`src/rtl/board_frame_reader.sv`:
```
// Display-side reader of the object memory. During vertical blanking it copies
// the board and header words into a shadow copy, then hands OM back to the game
// logic with a one-cycle next_screen pulse. Pixels are served from the shadow.
module board_frame_reader #(
    parameter int unsigned GRID      = 10,
    parameter int unsigned TILE_SIZE = 48,
    parameter int unsigned BOARD_X0  = 80,
    parameter int unsigned BOARD_Y0  = 0,
    parameter int unsigned HDR_BASE  = 100
) (
    input  logic        clk,
    input  logic        rst,
    input  logic        new_state,
    output logic        next_screen,
    output logic [6:0]  address_read_om,
    input  logic [10:0] data_read_om,
    input  logic        frame_start,
    input  logic [9:0]  px_x,
    input  logic [9:0]  px_y,
    input  logic        px_active,
    output logic [10:0] tile_word,
    output logic [5:0]  tile_px,
    output logic [5:0]  tile_py,
    output logic        in_board,
    output logic [6:0]  star_count,
    output logic [13:0] cowboy_pos
);

    localparam int unsigned CELLS     = GRID * GRID;
    localparam int unsigned LAST_ADDR = HDR_BASE + 2;
    localparam int unsigned BOARD_PX  = GRID * TILE_SIZE;

    localparam logic [1:0] IDLE  = 2'd0;
    localparam logic [1:0] COPY  = 2'd1;
    localparam logic [1:0] DRAIN = 2'd2;
    localparam logic [1:0] DONE  = 2'd3;

    logic [1:0]  state_q, state_d;
    logic        pending_q;
    logic        start_copy;
    logic        cap_en;
    logic [6:0]  cap_idx;
    logic [10:0] shadow_q [CELLS];

    logic [10:0] dx, dy;
    logic        on_board;
    logic [6:0]  cell_idx;
    logic [5:0]  off_x, off_y;

    // DONE lasts exactly one cycle, so the pulse is a state decode.
    assign next_screen = (state_q == DONE);

    // Next-state decode; frame_start is only honoured in IDLE.
    always_comb begin
        state_d    = state_q;
        start_copy = 1'b0;
        unique case (state_q)
            IDLE: begin
                if (frame_start) begin
                    if (pending_q) begin
                        state_d    = COPY;
                        start_copy = 1'b1;
                    end else begin
                        state_d = DONE;
                    end
                end
            end
            COPY:    if (address_read_om == 7'(LAST_ADDR)) state_d = DRAIN;
            DRAIN:   state_d = DONE;
            DONE:    state_d = IDLE;
            default: state_d = IDLE;
        endcase
    end

    // OM data lags the address by one cycle; in DRAIN the address is held at
    // the last header word, so no offset is applied there.
    always_comb begin
        cap_en  = ((state_q == COPY) && (address_read_om != 7'd0)) || (state_q == DRAIN);
        cap_idx = (state_q == DRAIN) ? address_read_om : address_read_om - 7'd1;
    end

    // Copy control, address sequencing and shadow capture.
    always_ff @(posedge clk) begin
        if (rst) begin
            state_q         <= IDLE;
            pending_q       <= 1'b0;
            address_read_om <= 7'd0;
            star_count      <= 7'd0;
            cowboy_pos      <= 14'd0;
            for (int i = 0; i < CELLS; i++) shadow_q[i] <= 11'd0;
        end else begin
            state_q <= state_d;
            // A new_state coinciding with a copy start stays pending for next frame.
            pending_q <= new_state | (pending_q & ~start_copy);
            if (state_q == COPY && address_read_om != 7'(LAST_ADDR)) begin
                address_read_om <= address_read_om + 7'd1;
            end else if (state_q == DRAIN || start_copy) begin
                address_read_om <= 7'd0;
            end
            if (cap_en) begin
                if (cap_idx < 7'(CELLS)) begin
                    shadow_q[cap_idx] <= data_read_om;
                end else if (cap_idx == 7'(HDR_BASE)) begin
                    cowboy_pos[13:7] <= data_read_om[6:0];
                end else if (cap_idx == 7'(HDR_BASE + 1)) begin
                    cowboy_pos[6:0] <= data_read_om[6:0];
                end else if (cap_idx == 7'(LAST_ADDR)) begin
                    star_count <= data_read_om[6:0];
                end
            end
        end
    end

    // Board hit test and cell/offset split; negative offsets wrap high and fail the range test.
    always_comb begin
        dx       = {1'b0, px_x} - 11'(BOARD_X0);
        dy       = {1'b0, px_y} - 11'(BOARD_Y0);
        on_board = px_active && (dx < 11'(BOARD_PX)) && (dy < 11'(BOARD_PX));
        cell_idx = 7'((32'(dy) / TILE_SIZE) * GRID + 32'(dx) / TILE_SIZE);
        off_x    = 6'(32'(dx) % TILE_SIZE);
        off_y    = 6'(32'(dy) % TILE_SIZE);
    end

    // Registered pixel outputs, forced to zero off the board.
    always_ff @(posedge clk) begin
        if (rst) begin
            in_board  <= 1'b0;
            tile_word <= 11'd0;
            tile_px   <= 6'd0;
            tile_py   <= 6'd0;
        end else begin
            in_board <= on_board;
            if (on_board) begin
                tile_word <= shadow_q[cell_idx];
                tile_px   <= off_x;
                tile_py   <= off_y;
            end else begin
                tile_word <= 11'd0;
                tile_px   <= 6'd0;
                tile_py   <= 6'd0;
            end
        end
    end

endmodule

```
`config.mk`:
```
export PLATFORM = sky130hd
export DESIGN_NAME = board_frame_reader
export DESIGN_NICKNAME = d
export VERILOG_FILES = /design/src/rtl/board_frame_reader.sv
export SDC_FILE = /design/constraint.sdc
export NUM_CORES = 2
export LEC_CHECK = 0
export BUFFER_PORTS_ARGS = -buffer_cell sky130_fd_sc_hd__buf_2
export CAP_MARGIN = 20
export CORE_MARGIN = 5
export CORE_UTILIZATION = 35
export DETAILED_ROUTE_END_ITERATION = 10
export PLACE_DENSITY_LB_ADDON = 0.2
export SLEW_MARGIN = 30
export SYNTH_ARGS = -nofsm -noshare
export SYNTH_HDL_FRONTEND = slang
export SYNTH_SLANG_ARGS = --single-unit
```
`constraint.sdc`:
```
create_clock -name clk -period 6.6 [get_ports clk]
set_input_delay 0.33 -clock clk [delete_from_list [all_inputs] [get_ports clk]]
set_output_delay 0.33 -clock clk [all_outputs]
set_load 0.03 [all_outputs]
```
==> impl_summary.log <==
[metrics] result of the run: complete, no violations
[metrics] worst reg2reg path endpoint: shadow_q[33][9]
[metrics] Leak: 28.5 nW
[metrics] most prevalent standard cell on the critical path: sky130_fd_sc_hd__buf_4
[metrics] path depth of the worst reg2reg path: 13
[metrics] main flop type after synthesis: sky130_fd_sc_hd__edfxtp_1
[metrics] EDFF count, synth: around 1400
[metrics] clk sinks: 1463
[metrics] effective utilization at floorplan: 0.351
[metrics] DRT iter0 DRCs: 3506
[metrics] type of the most critical hold path: primary input to register
[metrics] vias per inst: around 5.1
[metrics] transition at the pin with the smallest max-transition slack: 0.970 ns
[metrics] pin count of the biggest net entering global routing: a little over 80
[metrics] post-synthesis cell area: between 0.06 and 0.07 mm^2
[metrics] initial antenna violation count: 4
[metrics] setup repair after global routing missed its margin: false
[metrics] Synth Instances: between 4000 and 5000
[metrics] ratio of final minimum period to clock period: 0.949
[metrics] die area: 0.199 mm^2
[metrics] die outline width: 446 um
[metrics] clock tree skew after final layout: ~0.044 ns
[metrics] reg2reg setup slack: 1.68 ns
[metrics] setup slack of the critical path after layout: 0.333 ns
[metrics] power density over the cells: around 350 mW/mm^2
[metrics] clock edge transition at the registers on the reported setup and hold paths: around 0.06 ns
[metrics] flops & latches, synth: approximately 1500
[metrics] top cells by count, synth: sky130_fd_sc_hd__edfxtp_1, sky130_fd_sc_hd__and2_1, sky130_fd_sc_hd__nand2_1
[metrics] sequential share of the synthesized area: 0.652
[metrics] type of destination of the critical path: register
[metrics] length of the first detailed-routing pass in iterations: 7
[metrics] Crit Path Class: primary input to register
[metrics] final-stage net count: approximately 5400
[metrics] Post-DRT Antenna Nets: 0
[metrics] count of distinct cell types in the synthesized netlist: 73
[metrics] Peak supply drop: roughly 0.28 mV
[metrics] average cell area after synthesis: ~14 um^2
[metrics] total count of hold-check failures in the final report: 0
[metrics] Syn-to-layout area delta: 16.3%
[metrics] biggest fanout along the worst timing path: 12
[metrics] worst slack at placement: -0.526 ns
[metrics] number of failing setup endpoints in the final timing report: 0
[metrics] HPWL reported at the end of detailed placement: between 100000 and 150000 um
[metrics] crit path time final: 6.27 ns
[metrics] first-pass GRT wire length: 280000 um
[metrics] Endpoint, Worst Hold: shadow_q[125][10]
[metrics] delay contributed by the slowest stage of the critical path: around 0.86 ns
[metrics] cell depth of the worst min-delay path: 1
[metrics] total DRC errors in the routed layout: 0
[metrics] number of warning messages in the yosys log: 0
[metrics] startpoint class of the critical path: primary input
[metrics] die boundary height: 446 um
[metrics] critical path data arrival time: 6.90 ns
[metrics] # IOs: roughly 90
[metrics] cell at the root of the clock tree: sky130_fd_sc_hd__clkbuf_16
[metrics] number of fill cells in the layout: ~18000
[metrics] post-synth top area share: 0.636
[metrics] via count of the routed design: roughly 41000
[metrics] library cell occupying the most area in the post-synthesis netlist: sky130_fd_sc_hd__edfxtp_1
[metrics] vias in the first global route: 40700
[metrics] number of rows created at floorplan: 160
[metrics] worst-case clock buffer depth: 3
[metrics] Achievable Freq: around 160 MHz
[metrics] cell with the most instances after synthesis: sky130_fd_sc_hd__edfxtp_1
[metrics] DR WL/cell: around 24 um
[metrics] GP Congestion: 0.899
[metrics] TritonCTS buffer count: about 160
[metrics] largest cells by area after synthesis: sky130_fd_sc_hd__edfxtp_1, sky130_fd_sc_hd__and2_1, sky130_fd_sc_hd__mux4_2, sky130_fd_sc_hd__nand2_1, sky130_fd_sc_hd__clkbuf_1
[metrics] area taken by flip-flops and latches: 0.0434 mm^2
[metrics] critical path required time: approximately 7.2 ns
[metrics] deepest level of the CTS H-tree: 4
[metrics] Relative slew margins: 0.352
[metrics] FFs w/ async S/R, synth: 0
[metrics] worst r2r src: state_q[0]
[metrics] PortBufs: 88
[metrics] slowest stage cell, crit path: sky130_fd_sc_hd__o41ai_2
[metrics] wirelength, routed: ~190000 um
[metrics] Post-CTS Repair Setup Buffers: 0
[metrics] max_cap viols: 0
[metrics] remaining global-route overflow: 0
[metrics] share of cells above drive strength 1: 0.176
[metrics] min-delay src: data_read_om[10]
[metrics] insertion delay to the later sink of the worst-skew pair: between 0.8 and 0.9 ns
[metrics] Pins Over Slew Limit: 0
[metrics] Cell Count, Final, Fillers Out: 7960
[metrics] Post-Place Cells: 7641
[metrics] core area: about 0.19 mm^2
[metrics] CTS tree: yes
[metrics] GRT Resource Usage Total: 0.189
[metrics] footprint of the multi-input gates: roughly 0.022 mm^2
-- metal layers --
metal / track usage / part of all wire / vias to the layer above
li1: - / - / 18400
met4: 0.0584 / 0.032 / 0
met2: 0.309 / 0.48 / 1119
met1: 0.261 / 0.44 / 20700
met5: 0 / 0 / -
met3: 0.0300 / 0.053 / 294
-- registers in the layout, summed over array words and instances (netlist names) --
register and count:
cowboy_pos 14, address_read_om 7, tile_py 6, star_count 7, pending_q 1, in_board 1
tile_px 6, tile_word 11, state_q 2, shadow_q 1408
-- layout make-up --
| type | count | area share |
|---|---|---|
| sequential | 1463 | 0.561 |
| timing repair buffer | 394 | 0.0421 |
| clock buffer | 211 | 0.0561 |
| multi-input combinational | 3274 | 0.290 |
| clock inverter | 81 | 0.00890 |
| antenna | 5 | 0.000162 |
| tap | 2511 | 0.0406 |
| inverter | 21 | 0.00105 |
-- worst max-delay path: cells and delay by family --
kind	cells	cell delay, ns
AND/OR/NAND/NOR	7	1.45
buffers and inverters	6	0.93
adder cells (fa/ha/maj)	4	1.20
AO/OA/AOI/OAI	10	2.97
-- kinds of logic (layout without fill, tap and decap cells) --
logic type,Yosys count,after routing,synth area share
AOI/OAI and AO/OA,585,585,0.0582
xor gates and xnor gates,28,28,0.00369
adders and majority gates,23,23,0.00455
buffers and inverters,466,707,0.0294
DFF,1463,1463,0.652
muxes,284,284,0.0847
other,1,313,0.0000564
and+or+nand+nor,2046,2046,0.167
-- metrics by stage --
stage | setup TNS, ns | power (mW) | utilization | hold slack (ns) | instance area (um^2)
2_1_floorplan | 0 | 15.1 | - | 0.429 | 67700
4_1_cts | 0 | 27.2 | 0.408 | 0.00346 | 77300
6_report | 0 | 27.0 | 0.408 | 0.0430 | 77300
3_5_place_dp | -1.87 | 18.5 | 0.380 | 0.477 | 72000
5_1_grt | 0 | 28.1 | 0.408 | 0.0450 | 77300
3_3_place_gp | -2.82 | 18.4 | 0.380 | 0.465 | 72000
-- power breakdown --
| part | total [mW] | internal (mW) | switching (mW) |
|---|---|---|---|
| logic | 7.60 | 2.74 | 4.86 |
| registers | 10.7 | 10.6 | 0.141 |
| clock network | 8.69 | 4.90 | 3.79 |
| total | 27.0 | 18.2 | 8.79 |
-- cell usage in the layout (no fill, tap or decap), types with 26 or more instances in the layout --
cell type,netlist,routed
sky130_fd_sc_hd__a2111oi_0,42,37
sky130_fd_sc_hd__a211oi_1,33,33
sky130_fd_sc_hd__a21oi_1,172,172
sky130_fd_sc_hd__a31oi_1,26,26
sky130_fd_sc_hd__and2_1,1117,1115
sky130_fd_sc_hd__buf_12,0,33
sky130_fd_sc_hd__buf_2,18,76
sky130_fd_sc_hd__buf_4,19,263
sky130_fd_sc_hd__clkbuf_1,379,39
sky130_fd_sc_hd__clkbuf_16,0,163
sky130_fd_sc_hd__clkinv_1,0,38
sky130_fd_sc_hd__conb_1,1,308
sky130_fd_sc_hd__dfxtp_1,55,55
sky130_fd_sc_hd__edfxtp_1,1408,1408
sky130_fd_sc_hd__mux2i_1,50,50
sky130_fd_sc_hd__mux4_2,222,222
sky130_fd_sc_hd__nand2_1,445,440
sky130_fd_sc_hd__nand3_1,56,56
sky130_fd_sc_hd__nand4_1,28,28
sky130_fd_sc_hd__nor2_1,185,183
sky130_fd_sc_hd__nor3_1,51,51
sky130_fd_sc_hd__o211ai_1,26,26
sky130_fd_sc_hd__o21ai_0,74,73
sky130_fd_sc_hd__o22ai_1,61,61
sky130_fd_sc_hd__or2_2,101,101
-- worst max path at each step --
| stage | from | to | slack, ns |
|---|---|---|---|
| after detailed placement | px_x[5] | tile_word[0] | -0.53 |
| after global routing | px_x[5] | tile_word[4] | 0.06 |
| after global placement | px_x[4] | tile_word[4] | -0.83 |
| after floorplan | px_x[4] | tile_word[0] | 0.52 |
| final | px_x[5] | tile_word[4] | 0.33 |
| after CTS | px_x[5] | tile_word[0] | 0.28 |
-- timing repair --
item                                   4_1_cts  5_1_grt
resized for setup                            0        1
hold buffers                                19        1
endpoints found under the hold margin       15       16
setup endpoints to repair                    0        1
Power figures use the tool's default switching activity.
